`src/rtl/maxpool_ctrl_if.sv`:
```
// Handshake and line-buffer control bundle for maxpool_ctrl.
// master: the controller; slave: the surrounding datapath / upstream / downstream.
interface maxpool_ctrl_if;
    logic       start;
    logic       in_valid;
    logic       in_ready;
    logic       lb_wr_en;
    logic [9:0] lb_addr;
    logic       win_load;
    logic       pool_fire;
    logic       out_valid;
    logic       out_ready;
    logic       busy;
    logic       done;

    modport master (
        input  start, in_valid, out_ready,
        output in_ready, lb_wr_en, lb_addr, win_load, pool_fire, out_valid, busy, done
    );

    modport slave (
        output start, in_valid, out_ready,
        input  in_ready, lb_wr_en, lb_addr, win_load, pool_fire, out_valid, busy, done
    );
endinterface

```
`src/rtl/maxpool_ctrl.sv`:
```
// Max-pool frame controller: walks a WIDTH x WIDTH raster, strobes the window
// compare and fires one pooled result per STRIDE x STRIDE window.
// Optional feature: define MAXPOOL_CTRL_FRAME_CNT_EN to add the 16-bit frame_cnt output.
module maxpool_ctrl #(
    parameter int unsigned STRIDE = 2,
    parameter int unsigned WIDTH  = 32
) (
    input  logic                 clk,
    input  logic                 reset,
    maxpool_ctrl_if.master       bus
`ifdef MAXPOOL_CTRL_FRAME_CNT_EN
    ,
    output logic [15:0]          frame_cnt
`endif
);
    localparam int unsigned AW = 10;
    localparam int unsigned PW = 2;
    localparam logic [AW-1:0] LAST_POS = AW'(WIDTH - 1);
    localparam logic [PW-1:0] PH_LAST  = PW'(STRIDE - 1);

    typedef enum logic [1:0] {
        S_IDLE  = 2'd0,
        S_RUN   = 2'd1,
        S_DRAIN = 2'd2,
        S_DONE  = 2'd3
    } state_e;

    state_e        state_q, state_d;
    logic [AW-1:0] col_q, col_d;
    logic [AW-1:0] row_q, row_d;
    logic [PW-1:0] col_ph_q, col_ph_d;
    logic [PW-1:0] row_ph_q, row_ph_d;
    logic          out_valid_q, out_valid_d;
    logic          in_ready;
    logic          accept;
    logic          fire;

    // Handshake decode, next-state logic and raster counters.
    // Phase counters track col%STRIDE / row%STRIDE without a divider.
    always_comb begin
        state_d     = state_q;
        col_d       = col_q;
        row_d       = row_q;
        col_ph_d    = col_ph_q;
        row_ph_d    = row_ph_q;
        out_valid_d = out_valid_q & ~bus.out_ready;

        // Reset overrides the handshake so no pixel is written in the reset cycle.
        in_ready = (state_q == S_RUN) & ~(out_valid_q & ~bus.out_ready) & ~reset;
        accept   = bus.in_valid & in_ready;
        fire     = accept & (col_ph_q == PH_LAST) & (row_ph_q == PH_LAST);

        if (fire) begin
            out_valid_d = 1'b1;
        end

        case (state_q)
            S_IDLE: begin
                if (bus.start) begin
                    state_d  = S_RUN;
                    col_d    = '0;
                    row_d    = '0;
                    col_ph_d = '0;
                    row_ph_d = '0;
                end
            end
            S_RUN: begin
                if (accept) begin
                    col_ph_d = (col_ph_q == PH_LAST) ? '0 : col_ph_q + PW'(1);
                    if (col_q == LAST_POS) begin
                        col_d    = '0;
                        row_ph_d = (row_ph_q == PH_LAST) ? '0 : row_ph_q + PW'(1);
                        if (row_q == LAST_POS) begin
                            // Last pixel: wrap row instead of running past WIDTH-1.
                            row_d   = '0;
                            state_d = S_DRAIN;
                        end else begin
                            row_d = row_q + AW'(1);
                        end
                    end else begin
                        col_d = col_q + AW'(1);
                    end
                end
            end
            S_DRAIN: begin
                if (~out_valid_q | bus.out_ready) begin
                    state_d = S_DONE;
                end
            end
            S_DONE: begin
                state_d = S_IDLE;
            end
            default: begin
                state_d = S_IDLE;
            end
        endcase
    end

    // State, counter and result-valid registers.
    always_ff @(posedge clk) begin
        if (reset) begin
            state_q     <= S_IDLE;
            col_q       <= '0;
            row_q       <= '0;
            col_ph_q    <= '0;
            row_ph_q    <= '0;
            out_valid_q <= 1'b0;
        end else begin
            state_q     <= state_d;
            col_q       <= col_d;
            row_q       <= row_d;
            col_ph_q    <= col_ph_d;
            row_ph_q    <= row_ph_d;
            out_valid_q <= out_valid_d;
        end
    end

`ifdef MAXPOOL_CTRL_FRAME_CNT_EN
    logic [15:0] frame_cnt_q, frame_cnt_d;

    // Count completed frames; wraps naturally at 16 bits.
    always_comb begin
        frame_cnt_d = frame_cnt_q;
        if ((state_q == S_DRAIN) && (state_d == S_DONE)) begin
            frame_cnt_d = frame_cnt_q + 16'd1;
        end
    end

    // Frame counter register.
    always_ff @(posedge clk) begin
        if (reset) begin
            frame_cnt_q <= '0;
        end else begin
            frame_cnt_q <= frame_cnt_d;
        end
    end

    assign frame_cnt = frame_cnt_q;
`endif

    assign bus.in_ready  = in_ready;
    assign bus.lb_wr_en  = accept;
    assign bus.lb_addr   = col_q;
    assign bus.win_load  = accept;
    assign bus.pool_fire = fire;
    assign bus.out_valid = out_valid_q;
    assign bus.busy      = (state_q == S_RUN) | (state_q == S_DRAIN);
    assign bus.done      = (state_q == S_DONE);
endmodule
```
`src/flat_wrapper.sv`:
```
// flat-port wrapper written by rule: the top's interface ports become plain ports
module maxpool_ctrl_flat 
#(
    parameter int unsigned STRIDE = 2,
    parameter int unsigned WIDTH  = 32
)
  (clk, reset, bus_start, bus_in_valid, bus_out_ready, bus_in_ready, bus_lb_wr_en, bus_lb_addr, bus_win_load, bus_pool_fire, bus_out_valid, bus_busy, bus_done);
  maxpool_ctrl_if bus_i ();
  input  logic clk;
  input  logic reset;
  input wire logic [$bits(bus_i.start)-1:0] bus_start;
  input wire logic [$bits(bus_i.in_valid)-1:0] bus_in_valid;
  input wire logic [$bits(bus_i.out_ready)-1:0] bus_out_ready;
  output wire logic [$bits(bus_i.in_ready)-1:0] bus_in_ready;
  output wire logic [$bits(bus_i.lb_wr_en)-1:0] bus_lb_wr_en;
  output wire logic [$bits(bus_i.lb_addr)-1:0] bus_lb_addr;
  output wire logic [$bits(bus_i.win_load)-1:0] bus_win_load;
  output wire logic [$bits(bus_i.pool_fire)-1:0] bus_pool_fire;
  output wire logic [$bits(bus_i.out_valid)-1:0] bus_out_valid;
  output wire logic [$bits(bus_i.busy)-1:0] bus_busy;
  output wire logic [$bits(bus_i.done)-1:0] bus_done;
  assign bus_i.start = bus_start;
  assign bus_i.in_valid = bus_in_valid;
  assign bus_i.out_ready = bus_out_ready;
  assign bus_in_ready = bus_i.in_ready;
  assign bus_lb_wr_en = bus_i.lb_wr_en;
  assign bus_lb_addr = bus_i.lb_addr;
  assign bus_win_load = bus_i.win_load;
  assign bus_pool_fire = bus_i.pool_fire;
  assign bus_out_valid = bus_i.out_valid;
  assign bus_busy = bus_i.busy;
  assign bus_done = bus_i.done;
  maxpool_ctrl #(.STRIDE(STRIDE), .WIDTH(WIDTH)) u_core (.clk(clk), .reset(reset), .bus(bus_i));
endmodule
```
`config.mk`:
```
export PLATFORM = sky130hd
export DESIGN_NAME = maxpool_ctrl_flat
export DESIGN_NICKNAME = d
export VERILOG_FILES = /design/src/rtl/maxpool_ctrl_if.sv /design/src/rtl/maxpool_ctrl.sv /design/src/flat_wrapper.sv
export SDC_FILE = /design/constraint.sdc
export NUM_CORES = 1
export LEC_CHECK = 0
export ABC_AREA = 0
export CORE_MARGIN = 2
export CORE_UTILIZATION = 48
export DETAILED_ROUTE_END_ITERATION = 10
export PLACE_DENSITY = 0.83
export SYNTH_ARGS = -nofsm -noshare
export SYNTH_HDL_FRONTEND = slang
export SYNTH_SLANG_ARGS = --single-unit
```
`constraint.sdc`:
```
create_clock -name clk -period 4.1 [get_ports clk]
set_input_delay 0.41 -clock clk [delete_from_list [all_inputs] [get_ports clk]]
set_output_delay 0.41 -clock clk [all_outputs]
set_load 0.03 [all_outputs]
```
Word level (Yosys, flattened, before mapping)
Cells that the tools add are included.

Register bits: 27. Latch bits: 0. Bits in writable memories: 0. Bits in read-only memories: 0. Bits of input ports: 5. Word-level logic and storage cells: 62. Memories: 0.

$add $sub $neg: 4. $mul: 0. Div/mod/pow operators: 0. Order comparisons: 0. Equal/unequal tests: 12. Shift-type cells: 0. Muxes and demuxes: 23. Bitwise operators: 12. Reduce and logical (&&, ||, !) cells: 5.

Operator list (count): $mux W10 (6); $pmux W10 S2 (2); $mux W2 (11); $add A10 B1 Y10 const B (2); $eq A10 B5 Y1 const B (2); $ne A2 B2 Y1 const B (4); $pmux W2 S2 (2); $pmux W2 S4 (1); $and A1 B1 Y1 (6); $eq A2 B1 Y1 const B (3); $reduce_and A5 Y1 (1); $add A2 B1 Y2 const B (2); $eq A2 B2 Y1 const B (2); $not A1 Y1 (4); $reduce_and A4 Y1 (1); $reduce_and A3 Y1 (1); $logic_not A2 Y1 (1); $ne A2 B1 Y1 const B (1); $or A1 B1 Y1 (2); $reduce_bool A2 Y1 (1); $mux W1 (1).

Longest topological paths before layout
Gate-level depths: netlist (run 1).

Word-level depth: 9. Depth in mapped cells: 8. Mapped depth without buffers: 7.

Least setup slack after synthesis (run 1)
OpenSTA, ideal clock, no wires.

Kind: flip-flop to output port. Start: register u_core.state_q[1]. End: output bus_pool_fire. Arrival time: 2.378 ns. Data required time: 3.690 ns. Path slack: 1.312 ns. Cell stages (with the launch flop): 6. Path buffers: 0. Cells stage by stage: dfxtp_1 inv_1 ha_1 and2b_1 and3_1 nor4b_1.

Cells in the longest elaborated chain, start to end: 6.

Ends and longest elaborated chain: from (decl) (line maxpool_ctrl.sv:28) `state_e state_q, state_d;`; from (signal assigned) (line maxpool_ctrl.sv:109) `state_q <= state_d;`; $eq A2 B1 Y1 (line maxpool_ctrl.sv:49) `in_ready = (state_q == S_RUN) & ~(out_valid_q & ~bus.out_ready) & ~reset;`; $and A1 B1 Y1 (2 in series) (line maxpool_ctrl.sv:49); $and A1 B1 Y1 (line maxpool_ctrl.sv:50) `accept = bus.in_valid & in_ready;`; net bus_lb_wr_en (line flat_wrapper.sv:15) `output wire logic [$bits(bus_i.lb_wr_en)-1:0] bus_lb_wr_en;`; $and A1 B1 Y1 (2 in series) (line maxpool_ctrl.sv:51) `fire = accept & (col_ph_q == PH_LAST) & (row_ph_q == PH_LAST);`; to (decl) (line flat_wrapper.sv:18) `output wire logic [$bits(bus_i.pool_fire)-1:0] bus_pool_fire;`.

The timed path passes the listed nets, and every way through them passes these cells.

Worst setup path after layout (run 1)
Start: input reset. End: output bus_pool_fire.

Cells in the longest elaborated chain, start to end: 5.

Ends and longest elaborated chain: from (decl) (line flat_wrapper.sv:10) `input logic reset;`; $not A1 Y1 (line maxpool_ctrl.sv:49); $and A1 B1 Y1 (line maxpool_ctrl.sv:49); $and A1 B1 Y1 (line maxpool_ctrl.sv:50); $and A1 B1 Y1 (2 in series) (line maxpool_ctrl.sv:51).

No other way between the ends.

==> summary.txt, run 1 <==
WS Path Type = in2out
Asr flop ratio synth = 0%
Hold path depth = 2
Worst Path Buf+Inv = 2
Antenna cell count = 0
Reg2reg end = u_core.row_q[6]
Share of layout cells above drive strength 1 = 6.90%
Final Slew Violations = 0
Crit-path max cell delay = 0.74 ns
WP depth = 5
IO buf count = 21
Hold worst-path end = u_core.row_ph_q[1]
Post_cts resized = 0
Post-Synthesis Cells = 182
Synth top cells by count = dfxtp_1 (27), nand2_1 (22), nor2_1 (21), nand3_1 (13)
Site row count = 20
CTS Buffer Depth = 2
CTS tree = built
Worst Skew = 0.0103 ns
Max cap viols = 0
Core area = 0.00300 mm^2
Largest net degree at the start of global routing = 16
Pwr Density = 355 mW/mm^2
Startpoint types = input pin
Chip Height = 59.8 um
Outcome = complete, no violations
DR vias/cell = 5.65
Sequence of cells on the critical path = clkdlybuf4s50_1, and2b_1, and3_1, nor4b_1, clkdlybuf4s50_1
Netlist cell types = 43
Grt ovf = 0
Synthesized area = 0.00150 mm^2
CP most frequent cell = clkdlybuf4s50_1
Synthesized net count = 193
Post-CTS setup buffers = 0
Largest vdd supply drop = 0.262 mV
Most common cell in the netlist = dfxtp_1
Sequential share of the synthesized area = 36.1%
Hold Violations, Final = 0
Syn Area/Cell = 8.22 um^2
Post-detailed-route count of antenna-violating nets = 0
Post-layout min period = 3.14 ns
TritonCTS Buffers = 3
RSZ-0062 raised after global routing = false
Worst r2r src = u_core.state_q[1]
Gpl congestion = 0.820
Worst Reg2Reg Path Length in Cells = 7
Max-slew headroom = 63.3%
Placed cells = 232
First-pass GRT wire length = 5350 um
Pleak = 0.582 nW
Final non-filler cell total = 236
Nets = 215
Min-delay src = u_core.row_ph_q[1]
Worst hold slack = 0.461 ns
DR iter-0 viols = 61
Critical Path AT = 2.73 ns
Slowest CP cell = clkdlybuf4s50_1
Yosys warns = 0
CTS H-tree lvls = 1
CTS Root Cell = clkbuf_4
Vias in the first global route = 1186
Total Neg Setup Slack = 0 ns
Top post-synthesis cells by area = dfxtp_1 (36%), nand2_1 (5.5%), nor2_1 (5.3%)
Synth area leader = dfxtp_1
Primary FF master, synth = dfxtp_1
Drt pass-1 iters = 4
Final wirelength = 3100 um
I/O pin cnt = 22
Critical Path Sink Type = primary output
Clk Latency, worst-skew pair = 0.33 ns
Area of placed instances = 0.00173 mm^2
Starting Density = 49.8%
DR vias = 1334
Post-layout instance area = 0.00176 mm^2
Hold Crit Class = reg2reg
Reg2reg setup slack = 2.03 ns
Post-DP HPWL = 2320 um
Gr usage total = 19.3%
Required @ worst endpoint = 3.69 ns
Maximum clock rate = 319 MHz
Initial antenna violation count = 0
Final worst path period share = 76.5%
CP top delay family = buffers and inverters
Area delta synth->final = 17.4%
Post-synth top area share = 36.1%
Hold_buf cts = 0
Critical Path Fanout Max = 13
Clock Pin Slew Worst Setup and Hold Paths = 0.15 ns
Post-synthesis register bit count = 27
DRC viols = 0
Width of the chip = 59.8 um
Worst-Margin Slew = 0.547 ns
Die ar. = 0.00358 mm^2
WL per Instance = 13.1 um
CTS Sinks = 27
Count of flip-flops with a built-in enable after synthesis = 0
Final Setup Violations = 0
area by class of cell:
class	count	area (um^2)
sequential	27	541
inverter	8	30.0
timing repair buffer	21	210
clock buffer	3	22.5
clock inverter	1	5.00
multi-input combinational	143	907
fill	268	1250
tap	33	41.3
where the power goes:
| part | internal (mW) | switching [mW] |
|---|---|---|
| Clock | 0.0367 | 0.0800 |
| Combinational | 0.0815 | 0.145 |
| Sequential | 0.272 | 0.00778 |
| Total | 0.391 | 0.233 |
metal layers:
metal	global-route usage (%)	wire, um
met5	0	0
met4	4.76	25
met3	4.55	122
met2	31.5	1500
met1	25.6	1460
flip-flops by register name (all words and copies together) (netlist names):
register and flops:
u_core.bus.lb_addr 10, u_core.row_q 10, u_core.col_ph_q 2, u_core.row_ph_q 2
u_core.state_q 2, u_core.bus.out_valid 1
worst reg2reg max path: cells and delay by family (launching register included):
kind | cells | cell delay, ns
AOI/OAI and AO/OA | 3 | 0.52
adders and majority gates | 1 | 0.28
buffers and inverters | 1 | 0.08
and+or+nand+nor | 2 | 0.71
DFF | 1 | 0.38
cell usage in the layout, fill, tap and decap left out, drive strengths merged, types with 2 or more instances in the layout:
| cell type | instances |
|---|---|
| dfxtp | 27 |
| nand2 | 22 |
| nor2 | 21 |
| clkdlybuf4s50 | 21 |
| nand3 | 13 |
| o21ai | 12 |
| inv | 8 |
| xnor2 | 7 |
| a21oi | 7 |
| a211oi | 6 |
| ha | 6 |
| nand2b | 5 |
| nand4 | 4 |
| o31ai | 4 |
| and3 | 3 |
| xor2 | 3 |
| clkbuf | 3 |
| and2 | 3 |
| or3 | 3 |
| nor4 | 3 |
| nor2b | 2 |
| nand3b | 2 |
| and4 | 2 |
| o211ai | 2 |
| nor4b | 2 |
kinds of logic after synthesis:
| logic type | count (synthesis) | synth area share (%) |
|---|---|---|
| AO/OA/AOI/OAI | 37 | 16.6 |
| AND/OR/NAND/NOR | 90 | 33.2 |
| flip-flops | 27 | 36.1 |
| XOR/XNOR | 10 | 5.85 |
| buffers and inverters | 12 | 3.26 |
| adder cells (fa/ha/maj) | 6 | 5.02 |
how the worst max path moves through the flow:
stage	startpoint	end	slack, ns
global route	reset	bus_pool_fire	0.77
finish	reset	bus_pool_fire	0.96
detailed placement	reset	bus_pool_fire	0.96
global placement	reset	bus_pool_fire	1.0
floorplan	u_core.state_q[1]	bus_pool_fire	1.31
CTS	reset	bus_pool_fire	0.95
through the flow:
step,setup slack (ns),power [mW],util [%]
after global placement,0.998,0.509,57.6
after CTS,0.953,0.629,58.5
after floorplan,1.31,0.453,-
final,0.962,0.623,58.5
after detailed placement,0.958,0.513,57.6
after global routing,0.768,0.667,58.5
(Power assumes the default switching activity.)
==> run 2: changes to the inputs <==
PLACE_DENSITY = 0.86   (was 0.83)
clock period = 2.5 ns   (was 4.1 ns; I/O delays follow)
==> summary.txt, run 2 (synthesized netlist as in run 1, its figures left out) <==
Outcome = complete, no violations
Initial antenna violation count = 0 (unchanged)
Max-slew headroom = 62.9% (-0.36 points)
Post-detailed-route count of antenna-violating nets = 0 (unchanged)
Pwr Density = 594 mW/mm^2 (+67%)
Crit-path max cell delay = 0.36 ns (-0.38 ns)
First-pass GRT wire length = 5480 um (+2.3%)
Worst Path Buf+Inv = 2 (unchanged)
CTS tree = built
Final non-filler cell total = 239 (+1.3%)
Area delta synth->final = 19.9%
DRC viols = 0 (unchanged)
Critical Path Fanout Max = 9 (-4)
Clk Latency, worst-skew pair = 0.35 ns (+0.02 ns)
Hold path depth = 2 (unchanged)
Post-DP HPWL = 2370 um (+2.1%)
CTS Sinks = 27 (unchanged)
Hold worst-path end = u_core.row_ph_q[1]
Worst Skew = 0.00375 ns (-0.00657 ns)
I/O pin cnt = 22 (unchanged)
TritonCTS Buffers = 3 (unchanged)
Final Slew Violations = 0 (unchanged)
Commonest cells after routing, fill and taps aside = dfxtp_1 (27), nand2_1 (22), nor2_1 (21)
Antenna cell count = 0 (unchanged)
CTS Root Cell = clkbuf_4
Maximum clock rate = 439 MHz
Hold Violations, Final = 0 (unchanged)
Site row count = 20 (unchanged)
Nets = 218 (+1.4%)
Clock Pin Slew Worst Setup and Hold Paths = 0.16 ns (about the same)
Fill count = 276 (+3.0%)
Width of the chip = 59.8 um (unchanged)
Drt pass-1 iters = 4 (unchanged)
RSZ-0062 raised after global routing = false
Gr usage total = 20.3% (+1.0 points)
Pre-CTS WS = 0.384 ns (-0.574 ns)
Min-delay src = u_core.row_ph_q[1]
Share of layout cells above drive strength 1 = 9.22% (+2.3 points)
Chip Height = 59.8 um (unchanged)
Post_cts resized = 0 (unchanged)
Final worst path period share = 91.1%
DR iter-0 viols = 71 (+16%)
Worst r2r src = u_core.state_q[1]
Final wirelength = 3190 um (+2.9%)
Worst Reg2Reg Path Length in Cells = 8 (+1)
Vias in the first global route = 1261 (+6.3%)
Max cap viols = 0 (unchanged)
Critical Path AT = 2.03 ns (-0.70 ns)
CP top delay family = simple AND/OR/NAND/NOR gates
Largest vdd supply drop = 0.379 mV (+45%)
Reg2reg end = u_core.row_q[6]
Final Power = 1.07 mW (+71%)
Core area = 0.00300 mm^2 (unchanged)
Post-CTS setup buffers = 0 (unchanged)
Critical Path Sink Type = primary output
WS Path Type = reg2out
DR vias = 1360 (+1.9%)
WL per Instance = 13.4 um (+1.6%)
Hold Crit Class = reg2reg
Final WS setup = 0.223 ns (-0.738 ns)
Slowest CP cell = dfxtp_1
IO buf count = 21 (unchanged)
Final Setup Violations = 0 (unchanged)
CTS Buffer Depth = 2 (unchanged)
Pleak = 0.652 nW (+12%)
Sequence of cells on the critical path = inv_1, ha_1, and2b_1, and3_1, nor4b_2, buf_4
Placed cells = 235 (+1.3%)
Total Neg Setup Slack = 0 ns (unchanged)
Required @ worst endpoint = 2.25 ns (-1.44 ns)
DR vias/cell = 5.69 (+0.67%)
Die ar. = 0.00358 mm^2 (unchanged)
Starting Density = 49.8% (unchanged)
Gpl congestion = 0.850 (+3.7%)
Commonest non-fill, non-tap cell in the layout = dfxtp_1
Post-layout min period = 2.28 ns
Hold_buf cts = 0 (unchanged)
Worst-Margin Slew = 0.552 ns (+0.00532 ns)
Grt ovf = 0 (unchanged)
Reg2reg setup slack = 0.44 ns (-1.59 ns)
CTS H-tree lvls = 1 (unchanged)
Startpoint types = flop
Largest net degree at the start of global routing = 18 (+2)
==> run 2: cell count changes in the layout (fill, tap and decap cells not counted) <==
cell             previous run  this run
buf_4                       0         4
clkdlybuf4s50_1            21        17
clkinv_2                    1         0
dlymetal6s2s_1              0         3
inv_6                       0         1
nor4b_1                     1         0
nor4b_2                     1         2
==> run 2: worst max path at each step <==
| stage | endpoint | startpoint | cells past startpoint | slack, ns |
|---|---|---|---|---|
| floorplan | u_core.bus.out_valid | u_core.state_q[1] | 6 | 0.30 |
| global placement | bus_lb_wr_en | reset | 4 | 0.39 |
| detailed placement | bus_lb_wr_en | reset | 4 | 0.38 |
| CTS | bus_lb_wr_en | u_core.state_q[1] | 5 | 0.01 |
| global route | bus_pool_fire | u_core.state_q[1] | 6 | 0.03 |
| finish | bus_pool_fire | u_core.state_q[1] | 6 | 0.22 |
==> run 2: worst reg2reg max path, delay by kind of cell (launching register included) <==
| kind | cells | cell delay (ns) |
|---|---|---|
| compound gates | 3 | 0.64 |
| fa+ha+maj | 1 | 0.28 |
| buf+inv | 2 | 0.23 |
| flops | 1 | 0.39 |
| simple gates | 2 | 0.46 |
==> run 2: layout make-up <==
class | count | area [um^2] | share of cell area [%]
Sequential cell | 27 | 541 | 30.1
Clock buffer | 3 | 22.5 | 1.26
Timing Repair Buffer | 24 | 238 | 13.2
Multi-Input combinational cell | 143 | 913 | 50.9
Tap cell | 33 | 41.3 | 2.30
Clock inverter | 1 | 8.76 | 0.488
Inverter | 8 | 30.0 | 1.67
==> run 2: power breakdown <==
group	internal (mW)	leakage, nW	total [mW]	switching [mW]
Combinational	0.147	0.416	0.391	0.244
Sequential	0.447	0.218	0.460	0.0134
Clock	0.0658	0.0183	0.215	0.149
Total	0.660	0.652	1.07	0.406
==> run 2: routing by layer <==
metal	part of all wire, %	routed length, um	GRT usage, %	vias up
li1	-	-	-	701
met1	47	1510	25.4	631
met2	47	1500	34.0	23
met3	4.2	134	5.19	5
met4	1.3	42	6.67	0
met5	0	0	0	-
==> run 2: metrics by stage <==
step,cell area [um^2],utilization [%],hold WS [ns]
after floorplan,1500,-,0.424
after global placement,1760,58.5,0.434
final,1790,59.8,0.467
after global routing,1790,59.8,0.491
after CTS,1790,59.5,0.471
after detailed placement,1760,58.5,0.451
